**src/rtl/rf_wb_ctrl_pkg.sv**
```systemverilog
// Shared widths, load-queue entry layout and writeback-source encoding
// for the register-file writeback controller.
package rf_wb_ctrl_pkg;

   localparam int XLEN      = 32;
   localparam int REG_IDX_W = 5;
   localparam int LDQ_DEPTH = 2;

   typedef struct packed {
      logic [REG_IDX_W-1:0] rd;
      logic                 data_valid;
      logic [XLEN-1:0]      data;
   } ldq_entry_t;

   typedef enum logic [1:0] {
      SEL_NONE = 2'd0,
      SEL_ALU  = 2'd1,
      SEL_LDQ  = 2'd2,
      SEL_BYP  = 2'd3
   } wb_sel_e;

endpackage

```
**src/rtl/rf_ldq.sv**
```systemverilog
// Two-entry in-order load queue: push on issue, fill the oldest entry still
// waiting for data, pop the head once its register-file write has been issued.
module rf_ldq
   import rf_wb_ctrl_pkg::*;
(
   input  logic                 clk_i,
   input  logic                 reset_i,
   input  logic                 i_push,
   input  logic [REG_IDX_W-1:0] i_push_rd,
   input  logic                 i_fill,
   input  logic [XLEN-1:0]      i_fill_data,
   input  logic                 i_pop,
   output logic [1:0]           o_count,
   output ldq_entry_t           o_head,
   output logic                 o_fill_ok,
   output logic                 o_fill_head,
   output logic                 o_head_rd_shared
);

   ldq_entry_t [LDQ_DEPTH-1:0] r_ent;
   logic [1:0]                 r_count;

   ldq_entry_t [LDQ_DEPTH-1:0] w_ent_nxt;
   logic [1:0]                 w_count_nxt;
   logic                       w_fill_tail;

   // Data arrives in order, so filled entries always form a prefix of the queue.
   assign o_fill_head      = (r_count != 2'd0) && !r_ent[0].data_valid;
   assign w_fill_tail      = (r_count == 2'(LDQ_DEPTH)) && r_ent[0].data_valid
                             && !r_ent[1].data_valid;
   assign o_fill_ok        = o_fill_head || w_fill_tail;
   assign o_count          = r_count;
   assign o_head           = r_ent[0];
   assign o_head_rd_shared = (r_count == 2'(LDQ_DEPTH)) && (r_ent[1].rd == r_ent[0].rd);

   always_comb begin
      w_ent_nxt   = r_ent;
      w_count_nxt = r_count;
      if (i_fill && o_fill_head) begin
         w_ent_nxt[0].data_valid = 1'b1;
         w_ent_nxt[0].data       = i_fill_data;
      end else if (i_fill && w_fill_tail) begin
         w_ent_nxt[1].data_valid = 1'b1;
         w_ent_nxt[1].data       = i_fill_data;
      end
      if (i_pop && (r_count != 2'd0)) begin
         w_ent_nxt[0] = w_ent_nxt[1];
         w_ent_nxt[1] = '0;
         w_count_nxt  = w_count_nxt - 2'd1;
      end
      if (i_push && (w_count_nxt != 2'(LDQ_DEPTH))) begin
         w_ent_nxt[w_count_nxt[0]] = '{rd: i_push_rd, data_valid: 1'b0, data: '0};
         w_count_nxt               = w_count_nxt + 2'd1;
      end
   end

   always_ff @(posedge clk_i or negedge reset_i) begin
      if (!reset_i) begin
         r_ent   <= '0;
         r_count <= 2'd0;
      end else begin
         r_ent   <= w_ent_nxt;
         r_count <= w_count_nxt;
      end
   end

endmodule

```
**src/rtl/rf_wb_ctrl.sv**
```systemverilog
// Register-file write-port arbiter between ALU results and in-order load
// returns, with a busy scoreboard driving the decode-stage stall.
module rf_wb_ctrl
   import rf_wb_ctrl_pkg::*;
(
   input  logic                 clk_i,
   input  logic                 reset_i,
   input  logic                 alu_we_i,
   input  logic [REG_IDX_W-1:0] alu_rd_i,
   input  logic [XLEN-1:0]      alu_wd_i,
   input  logic                 ld_issue_i,
   input  logic [REG_IDX_W-1:0] ld_rd_i,
   output logic                 ld_ready_o,
   input  logic                 ld_valid_i,
   input  logic [XLEN-1:0]      ld_data_i,
   input  logic [REG_IDX_W-1:0] rs1_i,
   input  logic [REG_IDX_W-1:0] rs2_i,
   input  logic [REG_IDX_W-1:0] rd_chk_i,
   output logic                 stall_o,
   output logic                 WE3_o,
   output logic [REG_IDX_W-1:0] addr_3_o,
   output logic [XLEN-1:0]      WD3_o,
   output logic                 err_o
);

   logic [31:0]          r_busy;
   logic                 r_err;

   logic [1:0]           w_count;
   ldq_entry_t           w_head;
   logic                 w_fill_ok;
   logic                 w_fill_head;
   logic                 w_head_rd_shared;
   logic                 w_push;
   logic                 w_fill;
   logic                 w_pop;
   wb_sel_e              w_sel;
   logic [REG_IDX_W-1:0] w_sel_rd;
   logic [XLEN-1:0]      w_sel_wd;
   logic [31:0]          w_busy_nxt;
   logic                 w_err_evt;

   rf_ldq u_ldq (
      .clk_i            (clk_i),
      .reset_i          (reset_i),
      .i_push           (w_push),
      .i_push_rd        (ld_rd_i),
      .i_fill           (w_fill),
      .i_fill_data      (ld_data_i),
      .i_pop            (w_pop),
      .o_count          (w_count),
      .o_head           (w_head),
      .o_fill_ok        (w_fill_ok),
      .o_fill_head      (w_fill_head),
      .o_head_rd_shared (w_head_rd_shared)
   );

   assign ld_ready_o = (w_count != 2'(LDQ_DEPTH));
   assign w_push     = ld_issue_i && ld_ready_o;
   assign w_fill     = ld_valid_i && w_fill_ok;
   assign stall_o    = r_busy[rs1_i] | r_busy[rs2_i] | r_busy[rd_chk_i];
   assign err_o      = r_err;

   // ALU first, then a head entry that already holds data, then a same-cycle bypass.
   always_comb begin
      w_sel    = SEL_NONE;
      w_sel_rd = '0;
      w_sel_wd = '0;
      w_pop    = 1'b0;
      if (alu_we_i) begin
         w_sel    = SEL_ALU;
         w_sel_rd = alu_rd_i;
         w_sel_wd = alu_wd_i;
      end else if ((w_count != 2'd0) && w_head.data_valid) begin
         w_sel    = SEL_LDQ;
         w_sel_rd = w_head.rd;
         w_sel_wd = w_head.data;
         w_pop    = 1'b1;
      end else if (w_fill && w_fill_head) begin
         w_sel    = SEL_BYP;
         w_sel_rd = w_head.rd;
         w_sel_wd = ld_data_i;
         w_pop    = 1'b1;
      end
   end

   // Set after clear, so a new issue to the retiring rd keeps it busy.
   always_comb begin
      w_busy_nxt = r_busy;
      if (w_pop && !w_head_rd_shared) begin
         w_busy_nxt[w_head.rd] = 1'b0;
      end
      if (w_push) begin
         w_busy_nxt[ld_rd_i] = 1'b1;
      end
      w_busy_nxt[0] = 1'b0;
   end

   assign w_err_evt = (ld_issue_i && !ld_ready_o)
                    | (ld_valid_i && !w_fill_ok)
                    | (alu_we_i && r_busy[alu_rd_i]);

   always_ff @(posedge clk_i or negedge reset_i) begin
      if (!reset_i) begin
         r_busy   <= '0;
         r_err    <= 1'b0;
         WE3_o    <= 1'b0;
         addr_3_o <= '0;
         WD3_o    <= '0;
      end else begin
         r_busy <= w_busy_nxt;
         r_err  <= r_err | w_err_evt;
         WE3_o  <= (w_sel != SEL_NONE) && (w_sel_rd != '0);
         if (w_sel != SEL_NONE) begin
            addr_3_o <= w_sel_rd;
            WD3_o    <= w_sel_wd;
         end
      end
   end

endmodule

```
**config.mk**
```make
export PLATFORM = sky130hd
export DESIGN_NAME = rf_wb_ctrl
export DESIGN_NICKNAME = d
export VERILOG_FILES = /design/src/rtl/rf_wb_ctrl_pkg.sv /design/src/rtl/rf_ldq.sv /design/src/rtl/rf_wb_ctrl.sv
export SDC_FILE = /design/constraint.sdc
export NUM_CORES = 1
export LEC_CHECK = 0
export BUFFER_PORTS_ARGS = -buffer_cell sky130_fd_sc_hd__buf_2
export CORE_UTILIZATION = 62
export DETAILED_ROUTE_END_ITERATION = 8
export MAX_ROUTING_LAYER = met4
export PLACE_DENSITY = 0.9
export SYNTH_ARGS = -nofsm -noshare
export SYNTH_HDL_FRONTEND = slang
export SYNTH_HIERARCHICAL = 1
export SYNTH_SLANG_ARGS = --single-unit
```
**constraint.sdc**
```tcl
create_clock -name clk_i -period 6.74 [get_ports clk_i]
set_input_delay 1.011 -clock clk_i [delete_from_list [all_inputs] [get_ports clk_i]]
set_output_delay 1.011 -clock clk_i [all_outputs]
set_load 0.02 [all_outputs]
```
; ---- After elaboration in Yosys (flattened, before gate mapping)
; Cells that the tools add are included.
; W data, S select, Z words.
[op_classes]
n_eq_ne = 4
n_reduce_logical = 28
add_sub_neg = 2
muxes = 36
bitwise_logic = 8
magnitude_cmp = 10
[ops]
columns = operator, n
row1 = $mux W32, 5
row2 = $mux W76, 2
row3 = $mux W33, 3
row4 = $bwmux W76, 1
row5 = $demux W38 S1, 1
row6 = $mux W38, 1
row7 = $lt A5 B6 Y1 const B, 6
row8 = $and A32 B32 Y32, 1
row9 = $not A32 Y32, 1
row10 = $or A32 B32 Y32, 1
row11 = $bmux W1 S5, 4
row12 = $logic_and A1 B1 Y1, 19
row13 = $mux W5, 3
row14 = $demux W1 S5, 2
row15 = $ge A5 B1 Y1 const B, 2
row16 = $mux W2, 5
row17 = $mux W1, 9
row18 = $eq A5 B5 Y1, 1
row19 = $logic_not A1 Y1, 5
row20 = $or A1 B1 Y1, 5
row21 = $reduce_bool A5 Y1, 1
row22 = $ne A2 B2 Y1 const B, 2
row23 = $reduce_bool A2 Y1, 2
row24 = $add A2 B1 Y2 const B, 1
row25 = 5 further kinds, 5
[word_totals]
out_inout_bits = 41
reg_bits = 148

; ---- Longest topological paths before layout
[logic_depth]
depth_word = 17
ltp_mapped = 19
mapped_depth_nobuf = 13

; ---- By module
; Netlist, hierarchy kept.
[by_module_without_submodules]
columns = module, seq_area_each_um2, n_inst, area_each_um2, cells_each
row1 = rf_wb_ctrl, 1751.7, 1, 4514.3, 467
row2 = rf_ldq, 1951.9, 1, 4351.7, 399

; ---- Worst setup path before layout
; Ideal clock, no wire load.
[synth_path]
path_type = flip-flop to flip-flop
start = register u_ldq.r_count[0] (netlist: u_ldq/o_count[0])
end = register u_ldq.r_ent, in the netlist u_ldq/o_head[33]
path_stages_with_launch = 18
arrival_ns = 3.802
setup_time_ns = 0.127
n_path_buf = 6
required_time_ns = 6.613
setup_slack_ns = 2.810
path_cell_list = dfrtp_1 > inv_1 > ha_1 > clkbuf_1 > clkbuf_1 > o22ai_1 > nand3_1 > buf_2 > a21oi_1 > nor2b_4 > buf_2 > buf_2 > a21oi_1 > ha_1 > nor2b_1 > and2_1 > buf_6 > mux2_1
[synth_rtl]
columns = item, line
row1 = "start, declared", rf_ldq.sv:21  ; logic [1:0] r_count;
row2 = "start signal, assigned", rf_ldq.sv:63  ; r_count <= w_count_nxt;
row3 = "end signal, assigned", rf_ldq.sv:62  ; r_ent <= w_ent_nxt;
row4 = "end, declared", rf_ldq.sv:20  ; ldq_entry_t [LDQ_DEPTH-1:0] r_ent;

==> flow_summary.yaml <==
run_status:
  outcome: "finished, final reports clean"
worst_setup_path:
  r2r_cells: 11
  required_ns: 7.05
  crit_type: "reg2reg"
  worstSetupStartpoint: "u_ldq/o_count[0]"
  regToRegEndpoint: "u_ldq/o_head[34]"
  cp-end-kind: "flop"
  start_kind: "flop"
  worstSetupEndpoint: "u_ldq/o_head[34]"
  path_max_fanout: 68
  r2r_setup_slack_ns: 2.04
  arrival_ns: 5.01
  r2r-start: "u_ldq/o_count[0]"
timing:
  fin_worst_skew_ns: 0.00822
  rsz0062_at_grt: "false"
  max_freq_ghz: 0.213
  setup-violations-final: 0
  relSlewSlack_pct: 17.7
  tightest_slew_ns: 1.23
  fin_tns_setup_ns: 0
  finalCritPeriodShare_pct: 69.7
  drv_slew: 0
  period_needed_ns: 4.70
  hold_viol: 0
die:
  fp-row-count: 43
  die_h_microns: 122
  start_util_pct: 63.6
  dieArea_sq_mm: 0.0148
  pin_count: 135
  die_w_microns: 122
  core_sq_mm: 0.0139
clock_tree:
  tritoncts: "yes"
  clock_latency_ns: 0.44
  post-cts-setup-buffers: 0
  htree_num_levels: 4
  clockBufferDepth: 2
  cts-buffers-inserted: 17
  cts_hold_buffers: 0
  cts.repair.resized: 0
  cts_root_buffer: "clkbuf_16"
  clkTransAtPathRegs_ns: 0.06
  cts.sinks: 148
routing:
  postRouteAntennaNets: 0
  drt_iter0_drc: 976
  wirelength_microns: 23800
  viasPerCell: 6.80
  dr.pass1.iters: 8
  detail_route.wl_per_cell_microns: 21.3
  drc: 0
  vias: 7571
global_routing:
  grt_pass1_wl_microns: 37800
  grt_use_total_pct: 34.6
  grt_max_degree: 81
  grt_pass1_vias: 7332
  grt_overflow: 0
  antenna_found_initial: 0
power_and_ir_drop:
  pwr-share-clk_pct: 21.9
  power_density_mw_per_mm2: 493
  combPwrFrac_pct: 44.8
  p_sw_share_pct: 41.9
  p_leak_nw: 4.64
  intPower_mw: 2.85
  irDropWorstVdd_uv: 274
  switchingPower_mw: 2.05
  power_frac_seq_pct: 33.4
logic_synthesis:
  synth_edf_count: 0
  synth_xor_xnor_area_share_pct: 0.776
  synth_flop_cell: "dfrtp_1"
  synth_cell_types: 50
  avgSynthCellArea_sq_um: 10.2
  synth_nets: 963
  mappedNetlistArea_sq_mm: 0.00887
  synth_cells: 866
  ys_warn_count: 6
  synth_top_family_by_area: "multiplexers"
  synthArstFlopShare_pct: 100
  synth_mux_area_share_pct: 19.4
  synth_seq_area_share_pct: 41.8
  yosys.area_share.simple_pct: 14.8
  synth_compound_area_share_pct: 15.8
  ys_ff_latch: 148
  synthAdderAreaFrac_pct: 0.423
placed_design:
  port_buffers: 134
  gp_congestion: 0.917
  dp_hpwl_microns: 14500
  place_area_sq_mm: 0.00927
finish:
  areaGrowthSynthToFinish_pct: 12.1
  fillers: 950
  final_layout_size_suffix_gt1_share_pct: 26.4
  final_area_sq_mm: 0.00993
  fin_nets: 1018
  diodes: 0
run:
  cap_viol_max_count: 0
worst_hold_path:
  hp-class: "reg2reg"
-- Yosys cell counts (2+ instances only) --
cell type,n,area (sq um)
inv_1,6,22.5
mux2_2,13,146
nor3_1,2,10.0
a211oi_1,16,120
mux2_1,4,45.0
mux4_1,4,105
buf_2,16,80.1
xor2_1,4,35.0
or3_1,2,12.5
clkbuf_1,44,165
and2_1,3,18.8
xnor2_1,2,17.5
a21oi_1,6,30.0
mux4_2,25,563
nand3b_1,12,90.1
o21ai_0,132,661
nor2_1,42,158
o31ai_1,2,15.0
mux2i_1,86,861
or4_1,32,240
nor4_1,2,12.5
o311ai_1,12,105
nand2_1,84,315
buf_1,3,11.3
buf_4,40,300
o311ai_0,20,175
or3b_2,4,35.0
dfrtp_1,148,3700
nand4_1,5,31.3
nand3_1,7,35.0
a211oi_2,18,225
o21ai_1,3,15.0
nor3b_1,2,15.0
nor2b_1,7,43.8
ha_1,3,37.5
nand4b_1,2,17.5
buf_6,4,45.0
nand2b_1,37,231
-- state kept, by name (all words and copies together) (netlist names) --
register       flops
WE3_o              1
u_ldq/o_count      2
addr_3_o           5
WD3_o             32
r_busy            31
u_ldq/o_head      38
err_o              1
u_ldq/r_ent       38
-- stage by stage --
| step | setup WS, ns | cells | power, mW | hold WS (ns) | utilization (%) |
|---|---|---|---|---|---|
| floorplan | 2.81 | 866 | 3.25 | 0.485 | - |
| global placement | 2.40 | 1082 | 3.59 | 0.500 | 66.5 |
| detailed placement | 2.18 | 1082 | 3.71 | 0.514 | 66.5 |
| CTS | 2.10 | 1114 | 4.84 | 0.534 | 71.3 |
| global route | 1.80 | 1114 | 5.14 | 0.558 | 71.3 |
| finish | 2.04 | 1114 | 4.90 | 0.531 | 71.3 |
-- worst min-delay path by stage --
stage / from / cells after the start / to
3_3_place_gp: u_ldq/r_ent[50] / 2 / u_ldq/r_ent[50]
3_5_place_dp: u_ldq/r_ent[38] / 2 / u_ldq/r_ent[38]
4_1_cts: u_ldq/r_ent[41] / 2 / u_ldq/r_ent[41]
5_1_grt: u_ldq/r_ent[41] / 2 / u_ldq/r_ent[41]
2_1_floorplan: u_ldq/r_ent[38] / 2 / u_ldq/r_ent[38]
6_report: u_ldq/r_ent[41] / 2 / u_ldq/r_ent[41]
-- layout by cell type (no fill, tap or decap), drive strengths merged, types with 2 or more instances in the layout --
cell,synthesis,final
nand3,8,8
inv,6,7
clkinv,0,3
dfrtp,148,148
mux4,29,29
or4,33,33
nor4,2,2
a21oi,6,6
nor3,2,2
nor3b,2,2
nand4b,2,2
bufinv,0,5
mux2,17,17
and2,3,3
nor2b,9,9
nand4,5,5
or3,2,2
clkbuf,44,20
o21ai,135,135
o31ai,2,2
mux2i,86,86
nand3b,12,12
nand2b,37,37
clkinvlp,0,3
buf,63,143
a211oi,34,34
o211ai,2,2
xnor2,3,3
or3b,4,4
xor2,4,4
nand2,84,84
nor2,42,42
o311ai,32,32
ha,3,3
-- power groups by stage --
| stage | combinational (mW) | sequential, mW | clock, mW |
|---|---|---|---|
| after global placement | 2.01 | 1.58 | 0 |
| after CTS | 2.16 | 1.61 | 1.07 |
| final | 2.19 | 1.63 | 1.07 |
| after floorplan | 1.68 | 1.57 | 0 |
| after detailed placement | 2.10 | 1.60 | 0 |
| after global routing | 2.37 | 1.66 | 1.11 |
-- critical path, cell delays in order (launching register included) --
cell	delay, ns
dfrtp_1	0.48
inv_1	0.13
ha_2	0.99
o22ai_1	0.29
nand3_2	0.19
a21oi_4	0.07
nor2b_4	0.23
xnor2_2	0.27
ha_1	0.23
nor2b_1	0.35
and2_2	0.92
mux2_1	0.39
-- final cells by class --
type | instances | area (sq um) | share of cell area, %
clock buffers | 20 | 467 | 4.70
clock inverters | 12 | 200 | 2.02
inverters | 6 | 22.5 | 0.227
multi-input cells | 605 | 4570 | 46.0
flip-flops and latches | 148 | 3700 | 37.3
well taps | 180 | 225 | 2.27
repair buffers | 143 | 744 | 7.49
-- per-layer routing --
metal / global-route usage (%) / wire length [microns]
met5: - / 0
met2: 52.2 / 11100
met4: 15.3 / 883
met3: 8.24 / 2340
met1: 44.5 / 9400
-- cell families (layout without fill, tap and decap cells) --
group,count (synthesis),in the layout
simple gates,248,248
mux,132,132
fa+ha+maj,3,3
buf+inv,113,181
xor+xnor,7,7
compound gates,215,215
flops,148,148
Note: power is estimated with default switching activity, not from simulation.
